==> config.mk <==
export PLATFORM = sky130hd
export DESIGN_NAME = iurt_wb_master_flat
export DESIGN_NICKNAME = d
export VERILOG_FILES = /design/src/rtl/iurt_wb_master_if.sv /design/src/rtl/iurt_wb_master.sv /design/src/flat_wrapper.sv
export SDC_FILE = /design/constraint.sdc
export NUM_CORES = 1
export LEC_CHECK = 0
export CORE_UTILIZATION = 55
export CTS_CLUSTER_DIAMETER = 80
export DETAILED_ROUTE_END_ITERATION = 16
export PLACE_DENSITY = 0.93
export SLEW_MARGIN = 5
export SYNTH_ARGS = -nofsm -noshare
export SYNTH_HDL_FRONTEND = slang
export SYNTH_SLANG_ARGS = --single-unit
==> constraint.sdc <==
create_clock -name clk -period 7.15 [get_ports clk]
set_input_delay 0.715 -clock clk [delete_from_list [all_inputs] [get_ports clk]]
set_output_delay 0.715 -clock clk [all_outputs]
set_load 0.02 [all_outputs]
==> src/rtl/iurt_wb_master_if.sv <==
// Signal bundle between the byte-stream hub side, the Wishbone slave side and iurt_wb_master.
interface iurt_wb_master_if;
    logic        data_dwn_ready;
    logic        data_dwn_valid;
    logic [7:0]  data_dwn;
    logic        data_up_ready;
    logic        data_up_valid;
    logic [7:0]  data_up;
    logic        cyc_o;
    logic        stb_o;
    logic        we_o;
    logic [31:0] adr_o;
    logic [3:0]  sel_o;
    logic [31:0] dat_o;
    logic [31:0] dat_i;
    logic        ack_i;
    logic        err_i;

    modport master (
        output data_dwn_ready, input data_dwn_valid, input data_dwn,
        input data_up_ready, output data_up_valid, output data_up,
        output cyc_o, output stb_o, output we_o, output adr_o, output sel_o, output dat_o,
        input dat_i, input ack_i, input err_i
    );

    modport slave (
        input data_dwn_ready, output data_dwn_valid, output data_dwn,
        output data_up_ready, input data_up_valid, input data_up,
        input cyc_o, input stb_o, input we_o, input adr_o, input sel_o, input dat_o,
        output dat_i, output ack_i, output err_i
    );
endinterface

==> src/rtl/iurt_wb_master.sv <==
// Byte-stream to Wishbone classic initiator: decodes command frames from the hub,
// runs one bus cycle per frame and returns a status byte plus read data.
module iurt_wb_master #(
    parameter int ASYNC_RESET = 1,
    parameter int TIMEOUT     = 255
) (
    input  logic             clk,
    input  logic             rst,
    input  logic             ce,
    iurt_wb_master_if.master bus
);
    localparam int CW = $clog2(TIMEOUT + 2);
    localparam logic [CW-1:0] TO_LAST = (TIMEOUT > 0) ? CW'(TIMEOUT - 1) : '0;

    typedef enum logic [2:0] {
        ST_IDLE = 3'd0,
        ST_ADDR = 3'd1,
        ST_DATA = 3'd2,
        ST_BUS  = 3'd3,
        ST_STAT = 3'd4,
        ST_RDAT = 3'd5
    } state_t;

    typedef struct packed {
        state_t        state;
        logic [1:0]    bcnt;
        logic [CW-1:0] tcnt;
        logic          we;
        logic [3:0]    sel;
        logic [31:0]   adr;
        logic [31:0]   dat;
        logic [31:0]   rdat;
        logic [1:0]    status;
        logic          cyc;
        logic          up_valid;
        logic [7:0]    up_data;
        logic          dwn_ready;
    } regs_t;

    localparam regs_t RST_VAL = '{
        state: ST_IDLE, bcnt: 2'd0, tcnt: '0, we: 1'b0, sel: 4'd0,
        adr: 32'd0, dat: 32'd0, rdat: 32'd0, status: 2'd0, cyc: 1'b0,
        up_valid: 1'b0, up_data: 8'd0, dwn_ready: 1'b1
    };

    regs_t regs_q;
    regs_t regs_d;
    logic  take_s;
    logic  cmd_ok_s;

    // Next-state logic; only applied on ce cycles, so up_valid defaults low to form a one-ce pulse.
    always_comb begin
        regs_d          = regs_q;
        regs_d.up_valid = 1'b0;
        take_s          = bus.data_dwn_valid & regs_q.dwn_ready;
        cmd_ok_s        = (bus.data_dwn[7:6] == 2'b01) || (bus.data_dwn[7:6] == 2'b10);
        case (regs_q.state)
            ST_IDLE: begin
                if (take_s && cmd_ok_s) begin
                    regs_d.we    = (bus.data_dwn[7:6] == 2'b01);
                    regs_d.sel   = bus.data_dwn[3:0];
                    regs_d.bcnt  = 2'd0;
                    regs_d.state = ST_ADDR;
                end else begin
                    regs_d.state = ST_IDLE;
                end
            end
            ST_ADDR: begin
                if (take_s) begin
                    regs_d.adr[{regs_q.bcnt, 3'b000} +: 8] = bus.data_dwn;
                    regs_d.bcnt = regs_q.bcnt + 2'd1;
                    if (regs_q.bcnt == 2'd3) begin
                        regs_d.state = regs_q.we ? ST_DATA : ST_BUS;
                    end else begin
                        regs_d.state = ST_ADDR;
                    end
                end else begin
                    regs_d.state = ST_ADDR;
                end
            end
            ST_DATA: begin
                if (take_s) begin
                    regs_d.dat[{regs_q.bcnt, 3'b000} +: 8] = bus.data_dwn;
                    regs_d.bcnt = regs_q.bcnt + 2'd1;
                    regs_d.state = (regs_q.bcnt == 2'd3) ? ST_BUS : ST_DATA;
                end else begin
                    regs_d.state = ST_DATA;
                end
            end
            ST_BUS: begin
                // err_i takes priority over a simultaneous ack_i.
                if (bus.err_i) begin
                    regs_d.status = 2'd1;
                    regs_d.state  = ST_STAT;
                end else if (bus.ack_i) begin
                    regs_d.status = 2'd0;
                    regs_d.rdat   = bus.dat_i;
                    regs_d.state  = ST_STAT;
                end else if ((TIMEOUT != 0) && (regs_q.tcnt >= TO_LAST)) begin
                    regs_d.status = 2'd2;
                    regs_d.state  = ST_STAT;
                end else begin
                    regs_d.tcnt = (regs_q.tcnt == {CW{1'b1}}) ? regs_q.tcnt : regs_q.tcnt + CW'(1);
                end
            end
            ST_STAT: begin
                if (bus.data_up_ready) begin
                    regs_d.up_valid = 1'b1;
                    regs_d.up_data  = {6'd0, regs_q.status};
                    regs_d.bcnt     = 2'd0;
                    regs_d.state    = ((regs_q.status == 2'd0) && !regs_q.we) ? ST_RDAT : ST_IDLE;
                end else begin
                    regs_d.state = ST_STAT;
                end
            end
            ST_RDAT: begin
                if (bus.data_up_ready) begin
                    regs_d.up_valid = 1'b1;
                    regs_d.up_data  = regs_q.rdat[{regs_q.bcnt, 3'b000} +: 8];
                    regs_d.bcnt     = regs_q.bcnt + 2'd1;
                    regs_d.state    = (regs_q.bcnt == 2'd3) ? ST_IDLE : ST_RDAT;
                end else begin
                    regs_d.state = ST_RDAT;
                end
            end
            default: begin
                regs_d.state = ST_IDLE;
            end
        endcase
        regs_d.cyc       = (regs_d.state == ST_BUS);
        regs_d.tcnt      = (regs_q.state == ST_BUS) ? regs_d.tcnt : '0;
        regs_d.dwn_ready = (regs_d.state == ST_IDLE) || (regs_d.state == ST_ADDR) ||
                           (regs_d.state == ST_DATA);
    end

    generate
        if (ASYNC_RESET != 0) begin : g_async_rst
            // State register with asynchronous reset so cyc_o drops as soon as rst rises.
            always_ff @(posedge clk or posedge rst) begin
                if (rst) begin
                    regs_q <= RST_VAL;
                end else if (ce) begin
                    regs_q <= regs_d;
                end
            end
        end else begin : g_sync_rst
            // State register with synchronous reset for targets without async flops.
            always_ff @(posedge clk) begin
                if (rst) begin
                    regs_q <= RST_VAL;
                end else if (ce) begin
                    regs_q <= regs_d;
                end
            end
        end
    endgenerate

    assign bus.data_dwn_ready = regs_q.dwn_ready;
    assign bus.data_up_valid  = regs_q.up_valid;
    assign bus.data_up        = regs_q.up_data;
    assign bus.cyc_o          = regs_q.cyc;
    assign bus.stb_o          = regs_q.cyc;
    assign bus.we_o           = regs_q.we;
    assign bus.adr_o          = regs_q.adr;
    assign bus.sel_o          = regs_q.sel;
    assign bus.dat_o          = regs_q.dat;
endmodule

==> src/flat_wrapper.sv <==
// flat-port wrapper written by rule: the top's interface ports become plain ports
module iurt_wb_master_flat 
#(
    parameter int ASYNC_RESET = 1,
    parameter int TIMEOUT     = 255
)
  (clk, rst, ce, bus_data_dwn_ready, bus_data_dwn_valid, bus_data_dwn, bus_data_up_ready, bus_data_up_valid, bus_data_up, bus_cyc_o, bus_stb_o, bus_we_o, bus_adr_o, bus_sel_o, bus_dat_o, bus_dat_i, bus_ack_i, bus_err_i);
  iurt_wb_master_if bus_i ();
  input  logic clk;
  input  logic rst;
  input  logic ce;
  output wire logic [$bits(bus_i.data_dwn_ready)-1:0] bus_data_dwn_ready;
  input wire logic [$bits(bus_i.data_dwn_valid)-1:0] bus_data_dwn_valid;
  input wire logic [$bits(bus_i.data_dwn)-1:0] bus_data_dwn;
  input wire logic [$bits(bus_i.data_up_ready)-1:0] bus_data_up_ready;
  output wire logic [$bits(bus_i.data_up_valid)-1:0] bus_data_up_valid;
  output wire logic [$bits(bus_i.data_up)-1:0] bus_data_up;
  output wire logic [$bits(bus_i.cyc_o)-1:0] bus_cyc_o;
  output wire logic [$bits(bus_i.stb_o)-1:0] bus_stb_o;
  output wire logic [$bits(bus_i.we_o)-1:0] bus_we_o;
  output wire logic [$bits(bus_i.adr_o)-1:0] bus_adr_o;
  output wire logic [$bits(bus_i.sel_o)-1:0] bus_sel_o;
  output wire logic [$bits(bus_i.dat_o)-1:0] bus_dat_o;
  input wire logic [$bits(bus_i.dat_i)-1:0] bus_dat_i;
  input wire logic [$bits(bus_i.ack_i)-1:0] bus_ack_i;
  input wire logic [$bits(bus_i.err_i)-1:0] bus_err_i;
  assign bus_data_dwn_ready = bus_i.data_dwn_ready;
  assign bus_i.data_dwn_valid = bus_data_dwn_valid;
  assign bus_i.data_dwn = bus_data_dwn;
  assign bus_i.data_up_ready = bus_data_up_ready;
  assign bus_data_up_valid = bus_i.data_up_valid;
  assign bus_data_up = bus_i.data_up;
  assign bus_cyc_o = bus_i.cyc_o;
  assign bus_stb_o = bus_i.stb_o;
  assign bus_we_o = bus_i.we_o;
  assign bus_adr_o = bus_i.adr_o;
  assign bus_sel_o = bus_i.sel_o;
  assign bus_dat_o = bus_i.dat_o;
  assign bus_i.dat_i = bus_dat_i;
  assign bus_i.ack_i = bus_ack_i;
  assign bus_i.err_i = bus_err_i;
  iurt_wb_master #(.ASYNC_RESET(ASYNC_RESET), .TIMEOUT(TIMEOUT)) u_core (.clk(clk), .rst(rst), .ce(ce), .bus(bus_i));
endmodule
==> results.toml <==
[sta]
relSlewSlack_pct = 33.5
tns_ns = 0
worst_pin_slew_ns = 0.998
timing.fmax_mhz = 352
fin_worst_skew_ns = 0.00935
hold_viol_final = 0
period_share_pct = 39.8
min_period_ns = 2.84
setup_violations = 0
rsz0062_at_grt = "false"
slew_violations = 0

[placement]
gp_congestion = 0.912
dp_hpwl_um = 9420
port_buffers = 127

[synth]
synth_nets = 571
yosys_register_bits = 128
postSynthAreaPerCell_um2 = 12.4
seq_area_frac_synth_pct = 50.3
async_reset_ff_share_pct = 100
synth_warnings = 0
synth-edff-count = 0
postSynthCellCount = 515
syn_area_um2 = 6370
synth_ff_type = "dfrtp_1"
synth_cell_types = 55

[clock_network]
clk_pin_slew_worst_paths_ns = 0.06
clock_path_buffers = 2
tritoncts = "yes"
h-tree-depth = 4
clock-sinks = 128
post_cts_buffers = 0
clockRootBuffer = "clkbuf_16"
numCtsBuffers = 17
cts_resized = 0
ctsHoldBuffers = 0
clock_latency_ns = 0.41

[routing]
drt_iter0_drc = 255
ant_nets = 0
drc = 0
via_per_inst = 5.56
vias = 4026
firstDrtPassIters = 4
wl_per_cell_um = 18.4
wirelength_um = 13300

[floorplanning]
row_count = 38
core_area_um2 = 11100
boundaryPins = 128
initial_utilization_pct = 57.5
die_w_um = 110
chipHeight_um = 110
dieArea_um2 = 12000

[setup_path]
crit_type = "flip-flop to flip-flop"
crit_family = "simple AND/OR/NAND/NOR gates"
cp_max_fo = 15
slowest_stage = "dfrtp_1"
critPathBufInv = 1
cp-start-kind = "flip-flop"
cp-end-kind = "flip-flop"
cp.required_ns = 7.50
worst_ep_arrival_time_ns = 3.20
slowest_delay_ns = 0.82
cp_cell_sequence = "inv_1 -> ha_1 -> nor3b_1 -> and2_1 -> mux2_2"

[pwr]
p_leak_nw = 3.58
vdd_ir_drop_max_mv = 0.161
p_per_area_nw_per_um2 = 289

[global_routing]
antenna_found_initial = 0
grt_pass1_wl_um = 21800
grtUsageTotal_pct = 24.5
gr-total-overflow = 0
grt_max_degree = 80
grt_pass1_vias = 4267

[layout]
drive_gt1_share_pct = 26.0
nets = 627
area_growth_pct = 21.3
n_antenna_cell = 0
nFillCells = 776
final_util_pct = 69.8

[min_path]
min_path_type = "flip-flop to flip-flop"

[run]
cap_violations = 0

[outcome]
status = "finished, final reports clean"
## final cells by class
class | instances | area (µm²) | area share (%)
inverters | 12 | 47.5 | 0.615
multi-input cells | 283 | 2460 | 31.8
repair buffers | 129 | 1290 | 16.6
flip-flops and latches | 128 | 3200 | 41.4
clock inverters | 14 | 131 | 1.70
well taps | 140 | 175 | 2.27
clock buffers | 18 | 429 | 5.55
## final timing paths
kind                                             from               endpoint  slack, ns  depth (start not counted)
worst max register to register     u_core.regs_q[123]   u_core.bus.adr_o[16]       4.31                          5
min in group asynchronous                         rst    u_core.bus.adr_o[6]       0.73                          2
worst min register to register  u_core.bus.data_up[0]  u_core.bus.data_up[0]       0.48                          2
max in group asynchronous                         rst  u_core.bus.data_up[1]       4.98                          3
worst max-delay path               u_core.regs_q[123]   u_core.bus.adr_o[16]       4.31                          5
worst min-delay path            u_core.bus.data_up[0]  u_core.bus.data_up[0]       0.48                          2
## registers in the layout (all words and copies together) (netlist names)
| signal | count |
|---|---|
| u_core.bus.sel_o | 4 |
| u_core.bus.data_up | 8 |
| u_core.bus.adr_o | 32 |
| u_core.bus.data_dwn_ready | 1 |
| u_core.bus.dat_o | 32 |
| u_core.bus.data_up_valid | 1 |
| u_core.bus.we_o | 1 |
| u_core.bus.cyc_o | 1 |
| u_core.regs_q | 48 |
## Yosys cell counts, drive strengths merged, types with 2 or more instances
master / count / area, µm²
dfrtp: 127 / 3180
mux2: 104 / 1170
buf: 86 / 644
nand2: 34 / 143
and2: 31 / 194
o21ai: 18 / 90.1
inv: 11 / 41.3
nor2: 11 / 41.3
ha: 9 / 113
mux4: 8 / 180
nor3b: 7 / 68.8
a21oi: 6 / 30.0
clkbuf: 6 / 23.8
a31oi: 4 / 25.0
nand3: 4 / 20.0
nand3b: 3 / 22.5
nor2b: 3 / 18.8
nor3: 3 / 20.0
a21o: 2 / 15.0
and3b: 2 / 17.5
and4: 2 / 17.5
and4b: 2 / 20.0
mux2i: 2 / 20.0
nand2b: 2 / 12.5
nand4: 2 / 12.5
nor4: 2 / 12.5
o211ai: 2 / 15.0
o221ai: 2 / 17.5
o31ai: 2 / 15.0
or3: 2 / 12.5
or4: 2 / 15.0
## cells by family after synthesis
family                   Yosys count  share of synthesized area, %
flip-flops                       128                          50.3
multiplexers                     114                          21.5
AND/OR/NAND/NOR                  114                          10.6
buffers and inverters            104                          11.2
AO/OA/AOI/OAI                     46                          4.63
adder cells (fa/ha/maj)            9                          1.77
## per-stage QoR
step | power [mW] | cells | instance area (µm²) | setup slack [ns] | hold slack (ns)
floorplan | 1.28 | 515 | 6370 | 3.02 | 0.451
global placement | 1.40 | 692 | 7170 | 4.28 | 0.465
detailed placement | 1.43 | 692 | 7170 | 4.13 | 0.469
CTS | 2.25 | 724 | 7730 | 4.31 | 0.487
global route | 2.34 | 724 | 7730 | 4.11 | 0.505
finish | 2.23 | 724 | 7730 | 4.31 | 0.483
## layer usage
layer	routed length [µm]	GRT usage, %	vias to the layer above	share of wire (%)
met5	0	0	-	0
met4	150	7.05	0	1.1
met3	755	6.34	14	5.7
met2	6690	41.3	141	50
met1	5720	31.1	2034	43
li1	-	-	1837	-
## worst register-to-register path, delay by kind of cell (launching register included)
kind	cells	cell delay (ns)
buf+inv	1	0.27
mux	1	0.16
flops	1	0.82
simple gates	2	1.09
fa+ha+maj	1	0.45
## report_power, final
part	internal [mW]	total, mW	switching (mW)
logic	0.264	0.518	0.254
registers	0.802	0.903	0.101
clock network	0.482	0.812	0.329
## placed cells by master, fill, tap and decap left out, drive strengths merged, types with 3 or more instances in the layout
master,n
clkinv,5
clkinvlp,4
ha,9
mux2,104
mux4,8
nand2,34
nor3b,7
o21ai,18
clkdlybuf4s50,127
dfrtp,127
clkbuf,18
nand3b,3
inv,16
a21oi,6
nand3,4
and2,31
nor2,11
nor2b,3
a31oi,4
nor3,3
(Power assumes the default switching activity.)
